==> src/rtl/brick_field.sv <==
// Brick-breaker playfield: 64-brick map, paddle position and a 3-cycle hit scan per ball_tick.
// Latency: data is combinational from state; a scan retires 4 edges after ball_tick.
// Backpressure: none; ball_tick is dropped while busy, move_tick is always accepted.
module brick_field (
    input  logic         clock,
    input  logic         reset,
    input  logic [3:0]   Ball_rowIndex,
    input  logic [3:0]   Ball_colIndex,
    input  logic [1:0]   Ball_direction,
    input  logic         ball_tick,
    input  logic         move_tick,
    input  logic         btn_left,
    input  logic         btn_right,
    output logic [191:0] data,
    output logic [7:0]   score,
    output logic [6:0]   bricks_left,
    output logic         busy,
    output logic         level_clear
);

    typedef enum logic [1:0] {
        IDLE  = 2'd0,
        CHK_V = 2'd1,
        CHK_H = 2'd2,
        CHK_D = 2'd3
    } state_t;

    state_t      state;
    logic [63:0] bricks;      // rows 1..4 only; bit (row-1)*16+col
    logic [3:0]  paddle_col;
    logic [3:0]  row_q;
    logic [3:0]  col_q;
    logic [1:0]  dir_q;
    logic        hit_q;       // a brick was already cleared in this scan

    logic signed [5:0] d_row;
    logic signed [5:0] d_col;
    logic signed [5:0] cand_row;
    logic signed [5:0] cand_col;
    logic              cand_in_bricks;
    logic [1:0]        row_off;
    logic [5:0]        brick_idx;
    logic              hit;

    // Candidate cell for the current check; signed so off-field cells are detectable.
    always_comb begin
        d_row    = dir_q[1] ? 6'sd1 : -6'sd1;
        d_col    = dir_q[0] ? 6'sd1 : -6'sd1;
        cand_row = $signed({2'b00, row_q});
        cand_col = $signed({2'b00, col_q});
        if (state == CHK_V || state == CHK_D) begin
            cand_row = cand_row + d_row;
        end
        if (state == CHK_H || state == CHK_D) begin
            cand_col = cand_col + d_col;
        end
        cand_in_bricks = (cand_row >= 6'sd1) && (cand_row <= 6'sd4) &&
                         (cand_col >= 6'sd0) && (cand_col <= 6'sd15);
        row_off   = 2'(cand_row[2:0] - 3'd1);
        brick_idx = {row_off, cand_col[3:0]};
        hit       = (state != IDLE) && cand_in_bricks && bricks[brick_idx] &&
                    (bricks_left != 7'd0) && !((state == CHK_D) && hit_q);
    end

    always_comb begin
        data            = '0;
        data[79:16]     = bricks;
        data[175:160]   = 16'(16'h000F << paddle_col);
    end

    assign busy = (state != IDLE);

    always_ff @(posedge clock or negedge reset) begin
        if (!reset) begin
            paddle_col <= 4'd6;
        end else if (move_tick && (btn_left != btn_right)) begin
            if (btn_left && paddle_col != 4'd12) begin
                paddle_col <= paddle_col + 4'd1;
            end else if (btn_right && paddle_col != 4'd0) begin
                paddle_col <= paddle_col - 4'd1;
            end
        end
    end

    always_ff @(posedge clock or negedge reset) begin
        if (!reset) begin
            state       <= IDLE;
            bricks      <= '1;
            row_q       <= '0;
            col_q       <= '0;
            dir_q       <= '0;
            hit_q       <= 1'b0;
            score       <= '0;
            bricks_left <= 7'd64;
            level_clear <= 1'b0;
        end else begin
            case (state)
                IDLE: begin
                    if (ball_tick) begin
                        row_q <= Ball_rowIndex;
                        col_q <= Ball_colIndex;
                        dir_q <= Ball_direction;
                        hit_q <= 1'b0;
                        state <= CHK_V;
                    end
                end
                CHK_V:   state <= CHK_H;
                CHK_H:   state <= CHK_D;
                default: state <= IDLE;
            endcase
            if (hit) begin
                bricks[brick_idx] <= 1'b0;
                hit_q             <= 1'b1;
                score             <= score + 8'd1;
                bricks_left       <= bricks_left - 7'd1;
                if (bricks_left == 7'd1) begin
                    level_clear <= 1'b1;
                end
            end
        end
    end

endmodule

==> config.mk <==
export PLATFORM = sky130hd
export DESIGN_NAME = brick_field
export DESIGN_NICKNAME = d
export VERILOG_FILES = /design/src/rtl/brick_field.sv
export SDC_FILE = /design/constraint.sdc
export NUM_CORES = 1
export LEC_CHECK = 0
export BUFFER_PORTS_ARGS = -buffer_cell sky130_fd_sc_hd__buf_2
export CELL_PAD_IN_SITES_DETAIL_PLACEMENT = 2
export CELL_PAD_IN_SITES_GLOBAL_PLACEMENT = 2
export CORE_MARGIN = 8
export CORE_UTILIZATION = 33
export CTS_CLUSTER_SIZE = 24
export DETAILED_ROUTE_END_ITERATION = 7
export PLACE_DENSITY_LB_ADDON = 0.1
export SLEW_MARGIN = 20
export SYNTH_ARGS = -nofsm -noshare
export SYNTH_HDL_FRONTEND = slang
export SYNTH_SLANG_ARGS = --single-unit
==> constraint.sdc <==
create_clock -name clock -period 10.94 [get_ports clock]
set_clock_uncertainty 0.15 [all_clocks]
set_input_delay 0.547 -clock clock [delete_from_list [all_inputs] [get_ports clock]]
set_output_delay 0.547 -clock clock [all_outputs]
set_load 0.005 [all_outputs]
==> impl_metrics.yaml <==
run_status:
  run_status: "completed"
logic_synthesis:
  synth_top_family_by_area: "compound AO/OA/AOI/OAI gates"
  ys_ff_latch: 97
  ys_seq_area_share_pct: 40.08
  synth-main-ff-cell: "dfstp_2"
  muxShareOfSynthArea_pct: 5.792
  yosys.area_share.simple_pct: 12.20
  async_flop_share_pct: 100.0
  synth_top_area_share_pct: 28.10
  synth_compound_area_share_pct: 16.38
  synth_adder_area_share_pct: 5.952
  synth_area_leader_cell: "dfstp_2"
  synthTopCellsByCount: "buf_4, dfstp_2, o21a_1"
  synth-edff-count: 0
  ys_warn_count: 0
  syn_inst: 606
  synth-xor-area-share_pct: 3.475
  avgSynthCellArea_um2: 10.34
  synth.distinct_cells: 69
  netlist_area_um2: 6265
  netlist_top_cells_area: "dfstp_2, buf_4, dfrtp_1"
  yosysMostFrequentCell: "buf_4"
placed_design:
  placed_area_um2: 6648
  finalWeightedCongestion: 0.7692
  placement.io_buffers: 112
  place_hpwl_um: 15170
  dpl_worst_slack_ns: 6.463
clocking:
  h-tree-depth: 3
  numCtsBuffers: 9
  cts_resized: 0
  root_buffer: "clkbuf_16"
  cts_hold_buf: 0
  post_cts_buffers: 0
  cts_tree: "yes"
  cts_buffer_depth: 2
  cts_sinks: 97
  clock_latency_ns: 0.35
  cts.clk_slew.worst_paths_ns: 0.08
layout:
  area_delta_synth_final_pct: 10.61
  stdcell_area_um2: 6929
  layout.nets: 762
  nFillCells: 2101
  final_layout_size_suffix_gt1_share_pct: 32.37
  fin_util_pct: 37.17
timing:
  fmax_mhz: 222.0
  hold_violations: 0
  tns_ns: 0
  finalCritPeriodShare_pct: 41.18
  setup_slack_ns: 6.435
  finalSetupViolCount: 0
  relSlewSlack_pct: 33.57
  period_minus_slack_ns: 4.505
  tightestPinTransition_ns: 0.9965
  rsz0062_at_grt: "no"
  drv_slew: 0
worst_setup_path:
  worstPathMaxFanout: 25
  crit_type: "flop to flop"
  cp-start-kind: "flop"
  cp_slowest_stage_delay_ns: 0.57
  critical_path.cell_chain: "inv_1, fa_1, xor2_1, mux2i_4, mux2i_1, a31oi_1, a21oi_1, or4_4, o32ai_4, buf_4, nand3_2, o21a_1"
  crit_arrival_ns: 4.63
  end_kind: "flop"
  critPathSlowestCell: "dfrtp_1"
  required_ns: 11.06
global_routing:
  antenna_found_initial: 1
  grt_overflow: 0
  grt_pass1_vias: 5167
  grt_pass1_wl_um: 31140
  grt.total_usage_pct: 16.57
  grt_max_degree: 60
floorplanning:
  die_w_um: 153.8
  die_h_um: 153.8
  initial_core_util_pct: 33.60
  rows: 50
  dieArea_um2: 23650
  core_area_um2: 18640
  ios: 225
drt:
  drt-total-wl_um: 19780
  ant_nets: 0
  first_pass_iters: 4
  post_drt_via_cell_ratio: 4.853
  vias: 4649
  drt-wirelength-per-cell_um: 20.65
  drtIter0Drc: 202
  drc: 0
min_path:
  hold_class: "primary input to async pin"
power_and_ir_drop:
  ir_worst_vdd_mv: 0.1080
  leakage_nw: 3.270
  power.density_nw_per_um2: 270.0
run:
  max-cap-violations: 0
==> kinds of logic (layout without fill, tap and decap cells) <==
logic type | count (synthesis) | in the layout
AO/OA/AOI/OAI | 134 | 134
XOR/XNOR | 24 | 24
adder cells (fa/ha/maj) | 28 | 28
buffers and inverters | 146 | 152
flip-flops | 97 | 97
multiplexers | 32 | 32
other | 1 | 113
AND/OR/NAND/NOR | 144 | 144
==> critical path, delay by kind of cell, from the launching register on <==
| family | cells | cell delay [ns] |
|---|---|---|
| flip-flops | 1 | 0.57 |
| adder cells (fa/ha/maj) | 1 | 0.54 |
| AND/OR/NAND/NOR | 2 | 0.81 |
| buffers and inverters | 2 | 0.60 |
| multiplexers | 2 | 0.37 |
| XOR/XNOR | 1 | 0.57 |
| AO/OA/AOI/OAI | 4 | 0.80 |
==> per-layer routing <==
layer / track usage (%) / part of all wire (%)
met5: 0 / 0.040
met4: 3.780 / 0.84
met3: 5.017 / 6.7
met2: 28.18 / 49
met1: 20.23 / 43
==> power by group <==
part / internal, mW / switching (mW)
sequential: 0.393 / 0.0587
clock: 0.158 / 0.156
combinational: 0.383 / 0.722
==> through the flow <==
step,std cells,power [mW],hold slack [ns]
after global placement,941,1.544,0.3028
after detailed placement,941,1.561,0.3084
after floorplan,717,1.251,0.1014
after global routing,957,2.007,0.05769
final,958,1.871,0.02912
after CTS,957,1.890,0.04020
==> final timing paths <==
kind | start | to | slack [ns] | cells after the start
setup / recovery | col_q[0]$_DFFE_PN0P_ | bricks[49]$_DFFE_PN1P_ | 6.43 | 12
hold / removal | reset | score[2]$_DFFE_PN0P_ | 0.03 | 1
setup reg to reg | col_q[0]$_DFFE_PN0P_ | bricks[49]$_DFFE_PN1P_ | 6.43 | 12
hold reg to reg | bricks[21]$_DFFE_PN1P_ | bricks[21]$_DFFE_PN1P_ | 0.32 | 1
min in group clock | Ball_colIndex[2] | col_q[2]$_DFFE_PN0P_ | 0.27 | 2
max in group asynchronous | reset | hit_q$_DFFE_PN0P_ | 9.41 | 2
==> area by class of cell <==
type | count | area (µm²) | share of cell area [%]
clock inverters | 6 | 50.05 | 0.7223
inverters | 21 | 78.83 | 1.138
repair buffers | 115 | 585.6 | 8.451
diodes | 1 | 2.502 | 0.03611
multi-input cells | 474 | 3179 | 45.88
well taps | 234 | 292.8 | 4.225
clock buffers | 10 | 229.0 | 3.304
flip-flops and latches | 97 | 2511 | 36.24
==> layout by cell type, fill, tap and decap left out, types with 16 or more instances in the layout <==
| cell type | n |
|---|---|
| ha_1 | 25 |
| nor2_1 | 20 |
| dfstp_2 | 67 |
| xnor2_1 | 17 |
| inv_1 | 20 |
| conb_1 | 112 |
| o21a_1 | 66 |
| nand2_1 | 57 |
| dfrtp_1 | 30 |
| mux2i_1 | 16 |
| buf_2 | 111 |
==> sequential cells by signal (all words and copies together) (netlist names) <==
register	count
row_q	4
dir_q	2
paddle_col	4
bricks	64
bricks_left	7
state	2
col_q	4
hit_q	1
score	8
level_clear	1
(Power assumes the default switching activity.)
